## src/rtl/mem_port_arbiter_if.sv

```systemverilog
// Bus bundle between the fetch/data requesters, the memory port arbiter and
// the single-port memory.
interface mem_port_arbiter_if;
   logic        if_req;
   logic [63:0] if_addr;
   logic        if_done;
   logic [31:0] if_rdata;

   logic        d_req;
   logic        d_we;
   logic [63:0] d_addr;
   logic [63:0] d_wdata;
   logic [3:0]  d_size;
   logic        d_done;
   logic [63:0] d_rdata;

   logic [63:0] mem_addr;
   logic        mem_re;
   logic        mem_we;
   logic [63:0] mem_wdata;
   logic [3:0]  mem_size;
   logic [63:0] mem_rdata;

   logic        stall_if;
   logic        stall_mem;

   // Requester/memory side of the bundle
   modport master (
      output if_req, if_addr, d_req, d_we, d_addr, d_wdata, d_size, mem_rdata,
      input  if_done, if_rdata, d_done, d_rdata,
             mem_addr, mem_re, mem_we, mem_wdata, mem_size, stall_if, stall_mem
   );

   // Arbiter side of the bundle
   modport slave (
      input  if_req, if_addr, d_req, d_we, d_addr, d_wdata, d_size, mem_rdata,
      output if_done, if_rdata, d_done, d_rdata,
             mem_addr, mem_re, mem_we, mem_wdata, mem_size, stall_if, stall_mem
   );
endinterface

```

## src/rtl/mem_port_arbiter.sv

```systemverilog
// Serialises instruction fetch and load/store onto one single-port memory.
// Data wins unless it has starved a pending fetch for MAX_D_STREAK grants.
module mem_port_arbiter #(
   parameter int unsigned MEM_LAT      = 2,
   parameter int unsigned MAX_D_STREAK = 4
) (
   input  logic               clk,
   input  logic               rst_n,
   mem_port_arbiter_if.slave  bus
);

   localparam int unsigned LW = (MEM_LAT > 1) ? $clog2(MEM_LAT) : 1;
   localparam int unsigned SW = $clog2(MAX_D_STREAK + 1);
   localparam logic [LW-1:0] LAT_LAST   = LW'(MEM_LAT - 1);
   localparam logic [SW-1:0] STREAK_MAX = SW'(MAX_D_STREAK);
   localparam logic [3:0]    FETCH_SIZE = 4'd8;

   typedef enum logic [1:0] {IDLE, BUSY_I, BUSY_D, RESP} state_t;

   state_t        r_state;
   state_t        w_next;
   logic [LW-1:0] r_lat;
   logic [SW-1:0] r_streak;
   logic          r_owner_d;
   logic          r_we;
   logic [63:0]   r_addr;
   logic [63:0]   r_wdata;
   logic [3:0]    r_size;
   logic [31:0]   r_if_rdata;
   logic [63:0]   r_d_rdata;

   logic          w_grant_d;
   logic          w_grant_i;
   logic          w_busy;
   logic          w_last;
   logic          w_mem_re;
   logic          w_mem_we;
   logic          w_if_done;
   logic          w_d_done;

   assign w_busy = (r_state == BUSY_I) || (r_state == BUSY_D);
   assign w_last = (r_lat == LAT_LAST);

   always_ff @(posedge clk or negedge rst_n) begin
      if (!rst_n) r_state <= IDLE;
      else        r_state <= w_next;
   end

   always_comb begin
      w_next    = r_state;
      w_grant_d = 1'b0;
      w_grant_i = 1'b0;
      case (r_state)
         IDLE: begin
            if (bus.d_req && (!bus.if_req || (r_streak < STREAK_MAX))) begin
               w_grant_d = 1'b1;
               w_next    = BUSY_D;
            end else if (bus.if_req) begin
               w_grant_i = 1'b1;
               w_next    = BUSY_I;
            end
         end
         BUSY_I, BUSY_D: if (w_last) w_next = RESP;
         RESP:           w_next = IDLE;
         default:        w_next = IDLE;
      endcase
   end

   // Write strobe only on the first BUSY cycle so a store lands exactly once
   always_comb begin
      w_mem_re  = 1'b0;
      w_mem_we  = 1'b0;
      w_if_done = 1'b0;
      w_d_done  = 1'b0;
      case (r_state)
         BUSY_I: w_mem_re = 1'b1;
         BUSY_D: begin
            w_mem_re = ~r_we;
            w_mem_we = r_we && (r_lat == '0);
         end
         RESP: begin
            w_if_done = ~r_owner_d;
            w_d_done  = r_owner_d;
         end
         default: ;
      endcase
   end

   always_ff @(posedge clk or negedge rst_n) begin
      if (!rst_n) begin
         r_lat      <= '0;
         r_streak   <= '0;
         r_owner_d  <= 1'b0;
         r_we       <= 1'b0;
         r_addr     <= '0;
         r_wdata    <= '0;
         r_size     <= '0;
         r_if_rdata <= '0;
         r_d_rdata  <= '0;
      end else begin
         if (w_grant_d) begin
            r_owner_d <= 1'b1;
            r_we      <= bus.d_we;
            r_addr    <= bus.d_addr;
            r_wdata   <= bus.d_wdata;
            r_size    <= bus.d_size;
            r_lat     <= '0;
            if (!bus.if_req)                r_streak <= '0;
            else if (r_streak != STREAK_MAX) r_streak <= r_streak + SW'(1);
         end else if (w_grant_i) begin
            r_owner_d <= 1'b0;
            r_we      <= 1'b0;
            r_addr    <= bus.if_addr;
            r_size    <= FETCH_SIZE;
            r_lat     <= '0;
            r_streak  <= '0;
         end else if (w_busy) begin
            if (w_last) begin
               r_lat <= '0;
               if (r_owner_d) begin
                  if (!r_we) r_d_rdata <= bus.mem_rdata;
               end else begin
                  r_if_rdata <= bus.if_addr[2] ? bus.mem_rdata[63:32] : bus.mem_rdata[31:0];
               end
            end else begin
               r_lat <= r_lat + LW'(1);
            end
         end
      end
   end

   assign bus.mem_addr  = r_addr;
   assign bus.mem_wdata = r_wdata;
   assign bus.mem_size  = r_size;
   assign bus.mem_re    = w_mem_re;
   assign bus.mem_we    = w_mem_we;
   assign bus.if_done   = w_if_done;
   assign bus.d_done    = w_d_done;
   assign bus.if_rdata  = r_if_rdata;
   assign bus.d_rdata   = r_d_rdata;
   assign bus.stall_if  = bus.if_req & ~w_if_done;
   assign bus.stall_mem = bus.d_req & ~w_d_done;

endmodule
```

## src/flat_wrapper.sv

```systemverilog
// flat-port wrapper written by rule: the top's interface ports become plain ports
module mem_port_arbiter_flat 
#(
   parameter int unsigned MEM_LAT      = 2,
   parameter int unsigned MAX_D_STREAK = 4
)
  (clk, rst_n, bus_if_req, bus_if_addr, bus_d_req, bus_d_we, bus_d_addr, bus_d_wdata, bus_d_size, bus_mem_rdata, bus_if_done, bus_if_rdata, bus_d_done, bus_d_rdata, bus_mem_addr, bus_mem_re, bus_mem_we, bus_mem_wdata, bus_mem_size, bus_stall_if, bus_stall_mem);
  mem_port_arbiter_if bus_i ();
  input  logic clk;
  input  logic rst_n;
  input wire logic [$bits(bus_i.if_req)-1:0] bus_if_req;
  input wire logic [$bits(bus_i.if_addr)-1:0] bus_if_addr;
  input wire logic [$bits(bus_i.d_req)-1:0] bus_d_req;
  input wire logic [$bits(bus_i.d_we)-1:0] bus_d_we;
  input wire logic [$bits(bus_i.d_addr)-1:0] bus_d_addr;
  input wire logic [$bits(bus_i.d_wdata)-1:0] bus_d_wdata;
  input wire logic [$bits(bus_i.d_size)-1:0] bus_d_size;
  input wire logic [$bits(bus_i.mem_rdata)-1:0] bus_mem_rdata;
  output wire logic [$bits(bus_i.if_done)-1:0] bus_if_done;
  output wire logic [$bits(bus_i.if_rdata)-1:0] bus_if_rdata;
  output wire logic [$bits(bus_i.d_done)-1:0] bus_d_done;
  output wire logic [$bits(bus_i.d_rdata)-1:0] bus_d_rdata;
  output wire logic [$bits(bus_i.mem_addr)-1:0] bus_mem_addr;
  output wire logic [$bits(bus_i.mem_re)-1:0] bus_mem_re;
  output wire logic [$bits(bus_i.mem_we)-1:0] bus_mem_we;
  output wire logic [$bits(bus_i.mem_wdata)-1:0] bus_mem_wdata;
  output wire logic [$bits(bus_i.mem_size)-1:0] bus_mem_size;
  output wire logic [$bits(bus_i.stall_if)-1:0] bus_stall_if;
  output wire logic [$bits(bus_i.stall_mem)-1:0] bus_stall_mem;
  assign bus_i.if_req = bus_if_req;
  assign bus_i.if_addr = bus_if_addr;
  assign bus_i.d_req = bus_d_req;
  assign bus_i.d_we = bus_d_we;
  assign bus_i.d_addr = bus_d_addr;
  assign bus_i.d_wdata = bus_d_wdata;
  assign bus_i.d_size = bus_d_size;
  assign bus_i.mem_rdata = bus_mem_rdata;
  assign bus_if_done = bus_i.if_done;
  assign bus_if_rdata = bus_i.if_rdata;
  assign bus_d_done = bus_i.d_done;
  assign bus_d_rdata = bus_i.d_rdata;
  assign bus_mem_addr = bus_i.mem_addr;
  assign bus_mem_re = bus_i.mem_re;
  assign bus_mem_we = bus_i.mem_we;
  assign bus_mem_wdata = bus_i.mem_wdata;
  assign bus_mem_size = bus_i.mem_size;
  assign bus_stall_if = bus_i.stall_if;
  assign bus_stall_mem = bus_i.stall_mem;
  mem_port_arbiter #(.MEM_LAT(MEM_LAT), .MAX_D_STREAK(MAX_D_STREAK)) u_core (.clk(clk), .rst_n(rst_n), .bus(bus_i));
endmodule
```

## config.mk

```make
export PLATFORM = sky130hd
export DESIGN_NAME = mem_port_arbiter_flat
export DESIGN_NICKNAME = d
export VERILOG_FILES = /design/src/rtl/mem_port_arbiter_if.sv /design/src/rtl/mem_port_arbiter.sv /design/src/flat_wrapper.sv
export SDC_FILE = /design/constraint.sdc
export NUM_CORES = 1
export LEC_CHECK = 0
export CAP_MARGIN = 20
export CORE_AREA = 2 2 192 194
export CTS_CLUSTER_SIZE = 10
export DETAILED_ROUTE_END_ITERATION = 16
export DIE_AREA = 0 0 194 196
export PLACE_DENSITY = 0.68
export RECOVER_POWER = 50
export SETUP_SLACK_MARGIN = 0.1
export SYNTH_ARGS = -nofsm -noshare
export SYNTH_HDL_FRONTEND = slang
export SYNTH_SLANG_ARGS = --single-unit
```

## constraint.sdc

```tcl
create_clock -name clk -period 2.9 [get_ports clk]
set_input_delay 0.58 -clock clk [delete_from_list [all_inputs] [get_ports clk]]
set_output_delay 0.58 -clock clk [all_outputs]
set_load 0.03 [all_outputs]
```

## Yosys cells after proc, flatten, opt, wreduce, memory -nomap -nowiden

Index checks and enable logic that the tools add are counted.

- $add $sub $neg: 2
- $mul: 0
- Div/mod/pow operators: 0
- $lt $le $gt $ge: 1
- Equal/unequal tests: 7
- Shifts and indexed selects: 0
- Muxes and demuxes: 29
- Bitwise logic cells: 9
- Reduce and logical (&&, ||, !) cells: 13

Operators with widths:

| cell | number |
|---|---|
| two-way mux 64 bit | 2 |
| two-way mux 32 bit | 1 |
| two-way mux 1 bit | 15 |
| two-way mux 3 bit | 4 |
| two-way mux 4 bit | 2 |
| inverter 1 bit | 7 |
| two-way mux 2 bit | 3 |
| inequality test 3 bit, second input constant | 2 |
| one-hot mux 2 bit (3 select lines) | 1 |
| AND reduction 6 bit | 1 |
| AND reduction 5 bit | 1 |
| equality test 2 bit, second input constant | 2 |
| AND reduction 2 bit | 2 |
| adder 3 x 1 -> 3 bit, second input constant | 1 |
| less-than comparator 3 bit, second input constant | 1 |
| inequality test 3 x 2 -> 1 bit, second input constant | 1 |
| nonzero test 3 bit | 1 |
| bitwise AND 1 bit | 2 |
| equality test 2 x 1 -> 1 bit, second input constant | 1 |
| logical AND 1 bit | 2 |
| zero test 2 bit | 1 |
| logical OR 1 bit | 2 |
| inequality test 2 x 1 -> 1 bit, second input constant | 1 |
| one-hot mux 1 bit (2 select lines) | 1 |
| other kinds (4) | 4 |

- Register bits: 236
- Latch bits: 0
- RAM bits: 0
- Memory bits (read-only): 0
- Input bits: 265
- Output and inout bits: 234
- Word-level logic and storage cells: 71
- Memories kept: 0

## Logic depth before layout (Yosys ltp)

Gate-level depths: netlist of the first run.

- Depth after elaboration: 7
- Mapped depth: 8
- Gate-level depth less buffers: 5

## Worst setup path before layout of the first run

OpenSTA, ideal clock, no wires.

- Kind: flip-flop to flip-flop
- From: register u_core.r_state[0]
- To: register u_core.r_d_rdata[10], in the netlist u_core.bus.d_rdata[10]
- Setup time: 0.125 ns
- Data arrival time: 2.127 ns
- Required time: 2.775 ns
- Slack: 0.648 ns
- Cell stages (with the launch flop): 7
- Path buffers: 1
- Period minus slack after synthesis: 2.252 ns
- Cell sequence: dfrtp_1 -> inv_1 -> ha_1 -> nand2_1 -> a2111oi_4 -> buf_6 -> mux2_4

- Word-level cells in the longest chain between the ends: 4
- Elaborated cells between the ends (all ways): 9
- Classes of those cells: eq/ne: 2; mux: 2; bitwise: 2; reduce/logical: 3

RTL lines:

| what | line | RTL |
|---|---|---|
| from (decl) | mem_port_arbiter.sv:20 | `state_t r_state;` |
| from (signal assigned) | mem_port_arbiter.sv:46 | `else r_state <= w_next;` |
| zero test 2 bit | mem_port_arbiter.sv:53 | `case (r_state)` |
| two-way mux 1 bit | mem_port_arbiter.sv:53 |  |
| inverter 1 bit (no source line) | n/a |  |
| AND reduction 6 bit (no source line) * | n/a |  |
| to (signal assigned) | mem_port_arbiter.sv:121 | `if (!r_we) r_d_rdata <= bus.mem_rdata;` |
| to (decl) | mem_port_arbiter.sv:30 | `logic [63:0] r_d_rdata;` |

Every way passes the cells marked *; elsewhere a longest branch is shown, timed or not.
A chain may end at the register's enable or synchronous reset.

## Final worst setup path of the first run

- From: input bus_d_req
- To: register u_core.r_if_rdata[16], in the netlist u_core.bus.if_rdata[16]

- Word-level cells in the longest chain between the ends: 5
- Elaborated cells between the ends (all ways): 8
- Classes of those cells: mux: 4; bitwise: 2; reduce/logical: 2

RTL lines:

| what | line | RTL |
|---|---|---|
| from (decl) | flat_wrapper.sv:13 | `input wire logic [$bits(bus_i.d_req)-1:0] bus_d_req;` |
| logical AND 1 bit * | mem_port_arbiter.sv:55 | `if (bus.d_req && (!bus.if_req \|\| (r_streak < STREAK_MAX))) begin` |
| two-way mux 1 bit | mem_port_arbiter.sv:55 |  |
| two-way mux 1 bit | mem_port_arbiter.sv:53 |  |
| inverter 1 bit (no source line) | n/a |  |
| AND reduction 5 bit (no source line) * | n/a |  |
| to (signal assigned) | mem_port_arbiter.sv:123 | `r_if_rdata <= bus.if_addr[2] ? bus.mem_rdata[63:32] : bus.mem_rdata[31:0];` |
| to (decl) | mem_port_arbiter.sv:29 | `logic [31:0] r_if_rdata;` |

Marked as above.

==> flow_summary.toml, run 1 <==
[placement]
place.port_buffers = 498
dp_slack_ns = 0.2618
dp_cells = 1731
routabilityCongestion = 0.7988
place_hpwl_microns = 24670

[sta]
setup_tns_after_final_layout_ns = 0
report.final.hold_viol_count = 0
setup_viol = 0
fin_worst_skew_ns = 0.01287
layout_setup_ws_ns = 0.1603
rsz0062_at_grt = "false"
worst_slew_pin_slew_ns = 1.935
worst_slew_margin_rel_pct = -28.99
final_worst_path_cycle_share_pct = 94.47
finalMaxSlewViolations = 71
achievable-frequency_mhz = 365.0
finalCriticalPeriod_ns = 2.740

[clock_network]
cts-buffers-inserted = 29
htreeDepth = 1
clk_transition_reported_paths_ns = 0.05
clk_root_buffer_cell = "sky130_fd_sc_hd__clkbuf_16"
clock_latency_ns = 0.55
cts.sinks = 236
cts_post_setup_buffers_inserted = 0
tritoncts = "yes"
clock_path_buffers = 3

[global_routing]
globalRouteMet3Util_pct = 5.450
grt_util_all_layers_pct = 17.19
grtUsageMet1_pct = 20.32
first_pass_grt_wire_length_microns = 51760
met2_usage_pct = 29.80
grt_pass1_vias = 8952
antenna_violations_before_repair = 0
global_route.overflow_total = 0
grt-busiest-layer = "met2"
grt_max_degree = 72

[yosys]
async_reset_ff_share_pct = 100.0
part_of_the_yosys_area_used_for_sequential_elements_pct = 57.87
post_synth_instance_area_sq_mm = 0.01020
avgSynthCellArea_sq_um = 12.77
yosysTopAreaCell = "sky130_fd_sc_hd__dfrtp_1"
ys_types = 35
post-synth-top-area-fraction_pct = 57.87
yosys_register_bits = 236
post_synthesis_net_count = 1070
number_of_cells_produced_by_synthesis = 799
synth.yosys.warnings = 0
synth-edff-count = 0
synthTopCellsByArea = "sky130_fd_sc_hd__dfrtp_1 (58%), sky130_fd_sc_hd__mux2_2 (15%), sky130_fd_sc_hd__mux2_4 (8.8%)"
synth_top_flop_cell = "sky130_fd_sc_hd__dfrtp_1"
synth_most_common_cell = "sky130_fd_sc_hd__dfrtp_1"
ys_top_cells_by_count = "sky130_fd_sc_hd__dfrtp_1 (236), sky130_fd_sc_hd__mux2_2 (132), sky130_fd_sc_hd__a21oi_1 (130)"

[worst_setup_path]
cp-start-kind = "input pin"
endpoint_kind = "register"
ff_to_ff_setup_slack_ns = 0.28
timing_worst_setup_path_type = "in2reg"
worst-endpoint-required_ns = 3.33
path_max_fanout = 65
critical_path_arrival_ns = 3.17

[layout]
fin_nets = 1566
area_added_between_synthesis_and_finish_pct = 62.53
area.sequential_sq_mm = 0.005906
final_core_utilization_pct = 45.96
antenna_cells_inserted = 0
multi_input_comb_area_sq_mm = 0.003993
post_route_cells_drive_above_1_share_pct = 20.32
post_layout_nonfiller_instances = 1772
filler_cell_count = 3304

[flow_run]
max-cap-violations = 1

[floorplan]
pin_count = 499
fp.coreArea_sq_mm = 0.03608
dieArea_sq_mm = 0.03802
std_cell_rows = 70
die_height_microns = 196
floorplan.initialDensity_pct = 28.28
chipWidth_microns = 194

[power]
p_total_w = 0.02025
p_leak_nw = 6.732
power_density_mw_per_mm2 = 1221
vdd.ir_drop.worst_uv = 713.9

[route]
route.vias.total = 8338
detail_route.wirelength_microns = 34110
drt_iter0_drc = 323
route.detailed.drc = 0
detail_route.wl_per_cell_microns = 19.25
viasPerCell = 4.705
drt-pass1-iter-count = 4
antenna_left = 0

[min_path]
min_path_type = "reg2reg"

[run_status]
outcome = "complete, but fails checks"
violations = "max-capacitance violations, max-slew violations"
## sequential cells by signal, summed over array words and instances, names as in the netlist
signal	count
u_core.r_state	2
u_core.r_streak	3
u_core.bus.if_rdata	32
u_core.bus.d_rdata	64
u_core.bus.mem_size	4
u_core.bus.mem_addr	64
u_core.bus.mem_wdata	64
u_core.r_owner_d	1
u_core.r_lat	1
u_core.r_we	1
## stage by stage
stage,cell area (sq um),hold slack [ns]
CTS,16650,0.5013
finish,16590,0.4962
floorplan,10200,0.2844
global route,16590,0.5109
global placement,15830,0.4736
detailed placement,15830,0.4845
## where the power goes
| group | internal, W | leakage [nW] | switching, W | total [W] |
|---|---|---|---|---|
| registers | 0.00498 | 2.72 | 0.000956 | 0.00594 |
| clock network | 0.00188 | 0.403 | 0.00136 | 0.00324 |
| logic | 0.00499 | 3.61 | 0.00609 | 0.0111 |
| total | 0.0118 | 6.73 | 0.00840 | 0.0202 |
## placed cells by master, fill, tap and decap left out, types with 4 or more instances in the layout
cell and n:
sky130_fd_sc_hd__nand2_1 6, sky130_fd_sc_hd__a21oi_1 130, sky130_fd_sc_hd__dfrtp_1 236, sky130_fd_sc_hd__mux2_2 132
sky130_fd_sc_hd__ha_1 6, sky130_fd_sc_hd__buf_4 16, sky130_fd_sc_hd__clkbuf_16 29, sky130_fd_sc_hd__clkbuf_1 4
sky130_fd_sc_hd__clkdlybuf4s50_1 420, sky130_fd_sc_hd__nor2b_1 4, sky130_fd_sc_hd__nor2_1 64, sky130_fd_sc_hd__clkbuf_8 4
sky130_fd_sc_hd__o21ai_0 66, sky130_fd_sc_hd__dlygate4sd3_1 73, sky130_fd_sc_hd__buf_12 6, sky130_fd_sc_hd__a22o_1 4
sky130_fd_sc_hd__inv_1 9, sky130_fd_sc_hd__mux2_4 60
## cells by family after synthesis
logic type / synth area share (%)
adder cells (fa/ha/maj): 0.7356
buffers and inverters: 3.212
AO/OA/AOI/OAI: 11.43
flip-flops: 57.87
XOR/XNOR: 0.08584
AND/OR/NAND/NOR: 3.274
multiplexers: 23.39
## area by class of cell
cell class | instances | share of cell area, %
clock buffer | 37 | 4.798
clock inverter | 3 | 0.1132
tap | 468 | 3.530
inverter | 10 | 0.2263
sequential | 236 | 35.61
multi-input combinational | 494 | 24.07
timing repair buffer | 524 | 31.65
## per-layer routing
metal | vias up | share of wire [%]
li1 | 3802 | -
met1 | 4110 | 39
met2 | 370 | 50
met3 | 56 | 8.0
met4 | 0 | 2.9
met5 | - | 0
## critical path, stage by stage
cell	delay (ns)
sky130_fd_sc_hd__clkdlybuf4s50_1	0.54
sky130_fd_sc_hd__a21boi_4	0.25
sky130_fd_sc_hd__buf_2	1.07
sky130_fd_sc_hd__a211oi_4	0.16
sky130_fd_sc_hd__buf_12	0.24
sky130_fd_sc_hd__mux2_2	0.30
## what timing repair did
item | 4_1_cts | 5_1_grt
hold buffers | 1 | 0
endpoints found under the hold margin | 7 | 0
resized for setup | 3 | 3
endpoints found under the setup margin | 1 | 3
## path summary, 6_finish.rpt
kind / to / cells after the start / from
min in group asynchronous: u_core.bus.mem_wdata[31]$_DFFE_PN0P_ / 2 / rst_n
worst min-delay path: u_core.bus.mem_wdata[24]$_DFFE_PN0P_ / 1 / u_core.bus.mem_wdata[24]$_DFFE_PN0P_
worst max-delay path: u_core.bus.if_rdata[16]$_DFFE_PN0P_ / 6 / bus_d_req
worst min register to register: u_core.bus.mem_wdata[24]$_DFFE_PN0P_ / 1 / u_core.bus.mem_wdata[24]$_DFFE_PN0P_
max in group asynchronous: u_core.bus.mem_addr[50]$_DFFE_PN0P_ / 3 / rst_n
worst max register to register: u_core.bus.mem_addr[0]$_DFFE_PN0P_ / 6 / u_core.r_state[0]$_DFFE_PN0P_
Note: power is estimated with default switching activity, not from simulation.
==> run 2, diff against run 1 <==
--- a/config.mk
+++ b/config.mk
@@ -10,6 +10,7 @@
 export CTS_CLUSTER_SIZE = 10
 export DETAILED_ROUTE_END_ITERATION = 16
 export DIE_AREA = 0 0 194 196
+export HOLD_SLACK_MARGIN = 0.12
 export PLACE_DENSITY = 0.68
 export RECOVER_POWER = 50
 export SETUP_SLACK_MARGIN = 0.1
==> results of run 2 <==
Same layout as run 1: the final DEF is identical, and so are final timing and power.
==> run 3, diff against run 2 <==
--- a/config.mk
+++ b/config.mk
@@ -10,7 +10,9 @@
 export CTS_CLUSTER_SIZE = 10
 export DETAILED_ROUTE_END_ITERATION = 16
 export DIE_AREA = 0 0 194 196
+export GPL_TIMING_DRIVEN = 0
 export HOLD_SLACK_MARGIN = 0.12
+export MAX_ROUTING_LAYER = met4
 export PLACE_DENSITY = 0.68
 export RECOVER_POWER = 50
 export SETUP_SLACK_MARGIN = 0.1
==> run 3 against run 2 <==
Effect of this change: the flow still finishes with violations (max-capacitance violations, max-slew violations); worst hold slack worse by 0.13 ns; final cell count is 2.4% higher; clock power grew 6%; power increased by 0.78%; non-clock buffer count is 36 higher; combinational power is essentially flat; global-route usage up 1.6 points; critical path depth decreased by 1; critical endpoint is now bus_mem_re; largest cell class unchanged.
==> flow_summary.toml, run 3 (synthesized netlist as in run 1, its figures left out) <==
[global_routing]
antenna_violations_before_repair = 2
grt_pass1_vias = 9087
grt_max_degree = 88
first_pass_grt_wire_length_microns = 54250
grt_util_all_layers_pct = 18.76
global_route.overflow_total = 0

[floorplan]
pin_count = 499
die_height_microns = 196
dieArea_sq_mm = 0.03802
chipWidth_microns = 194
std_cell_rows = 70
floorplan.initialDensity_pct = 28.28
fp.coreArea_sq_mm = 0.03608

[layout]
area_added_between_synthesis_and_finish_pct = 63.76
area.sequential_sq_mm = 0.005906
filler_cell_count = 3305
final_core_utilization_pct = 46.31
fin_nets = 1602
layout.cells.most_common_list = "sky130_fd_sc_hd__clkdlybuf4s50_1 (379), sky130_fd_sc_hd__dfrtp_1 (236), sky130_fd_sc_hd__mux2_2 (132)"
mostFrequentLayoutCell = "sky130_fd_sc_hd__clkdlybuf4s50_1"
post_route_cells_drive_above_1_share_pct = 18.97
multi_input_comb_area_sq_mm = 0.003965
stdcell_area_sq_mm = 0.01671

[power]
vdd.ir_drop.worst_uv = 752.9
netSwitchingPower_w = 0.008511
pwr-share-comb_pct = 54.5
p_leak_nw = 6.772
internal_power_w = 0.01190
power.clock.fraction_pct = 16.8
p_total_w = 0.02041
share_seq_of_total_power_pct = 28.7
p_sw_share_pct = 41.70
power_density_mw_per_mm2 = 1221

[clock_network]
cts_post_setup_buffers_inserted = 0
clk_transition_reported_paths_ns = 0.06
tritoncts = "yes"
clock_path_buffers = 3
htreeDepth = 1
cts.sinks = 236
cts-buffers-inserted = 29
clock_latency_ns = 0.56
clk_root_buffer_cell = "sky130_fd_sc_hd__clkbuf_16"

[sta]
setup_viol = 0
whs_ns = 0.3668
achievable-frequency_mhz = 364.1
fin_worst_skew_ns = 0.006770
rsz0062_at_grt = "true"
worst_slew_margin_rel_pct = -24.22
report.final.hold_viol_count = 0
final_worst_path_cycle_share_pct = 94.71
finalMaxSlewViolations = 63
worst_slew_pin_slew_ns = 1.863
finalCriticalPeriod_ns = 2.747

[route]
detail_route.wl_per_cell_microns = 19.65
route.vias.total = 8575
drt_iter0_drc = 345
drt-pass1-iter-count = 4
detail_route.wirelength_microns = 35640
route.detailed.drc = 0
viasPerCell = 4.727
antenna_left = 0

[worst_setup_path]
timing_worst_setup_path_type = "reg2out"
cp-start-kind = "register"
path_max_fanout = 5
r2r-start = "u_core.r_state[0]$_DFFE_PN0P_"
worst-endpoint-required_ns = 2.32
ff_to_ff_setup_slack_ns = 0.31
worst_r2r_path_depth = 8
endpoint_kind = "output port"
rr_endpoint = "u_core.bus.mem_addr[2]$_DFFE_PN0P_"
critical_path_arrival_ns = 2.17

[min_path]
min_path_type = "in2reg"
worst_hold_path.endpoint = "u_core.r_streak[2]$_DFFE_PN0P_"
worstHoldPathCells = 3
hp-start = "bus_d_req"

[run_status]
outcome = "complete, but fails checks"
violations = "max-capacitance violations, max-slew violations"

[placement]
place_hpwl_microns = 27490
placed_cell_area_sq_mm = 0.01584
routabilityCongestion = 0.8812
place.port_buffers = 496

[flow_run]
max-cap-violations = 1
[run 3: per-stage QoR]
step                      worst slack [ns]  std cells  TNS [ns]
after CTS                          0.09524       1812         0
final                               0.1534       1814         0
after global placement              -9.413       1763  -2246.12
after detailed placement           -0.2968       1767    -2.407
after global routing               0.04605       1814         0
after floorplan                     0.6475        799         0
[run 3: timing repair]
action,in CTS,in global routing
endpoints found under the setup margin,8,8
hold buffers,1,0
pin swaps,0,0
resized for setup,5,5
hold endpoints to repair,62,0
[run 3: power groups by stage]
stage	Clock (W)	Sequential (W)	Combinational [W]
after global routing	0.00365	0.00608	0.0117
after detailed placement	0	0.00594	0.0115
after global placement	0	0.00588	0.0113
after CTS	0.00351	0.00591	0.0115
final	0.00343	0.00587	0.0111
after floorplan	0	0.00905	0.00338
[run 3: worst max-delay path by stage]
stage | start | cells after the start | to
floorplan | u_core.r_state[0]$_DFFE_PN0P_ | 6 | u_core.bus.d_rdata[10]$_DFFE_PN0P_
global placement | rst_n | 1 | u_core.bus.mem_addr[10]$_DFFE_PN0P_
detailed placement | bus_if_req | 7 | u_core.bus.mem_wdata[59]$_DFFE_PN0P_
CTS | u_core.r_state[0]$_DFFE_PN0P_ | 5 | bus_mem_re
global route | u_core.r_state[0]$_DFFE_PN0P_ | 8 | u_core.bus.mem_addr[32]$_DFFE_PN0P_
finish | u_core.r_state[0]$_DFFE_PN0P_ | 5 | bus_mem_re
[run 3: final cells by class]
class	instances	area share (%)
diodes	2	0.02995
plain buffers	59	1.752
clock buffers	40	4.710
clock inverters	4	0.5091
inverters	10	0.2246
multi-input cells	494	23.73
flip-flops and latches	236	35.34
well taps	468	3.504
repair buffers	501	30.20
[run 3: critical path, stage by stage, from the launching register on]
cell,delay (ns)
sky130_fd_sc_hd__dfrtp_1,0.42
sky130_fd_sc_hd__inv_1,0.09
sky130_fd_sc_hd__ha_1,0.37
sky130_fd_sc_hd__inv_1,0.09
sky130_fd_sc_hd__nor2_1,0.15
sky130_fd_sc_hd__clkdlybuf4s15_1,0.48
[run 3: layer usage]
layer  track usage, %  wire length, microns
met1            23.08                 14770
met2            31.04                 17520
met3            4.160                  2386
met4            5.443                   963
met5                -                     0
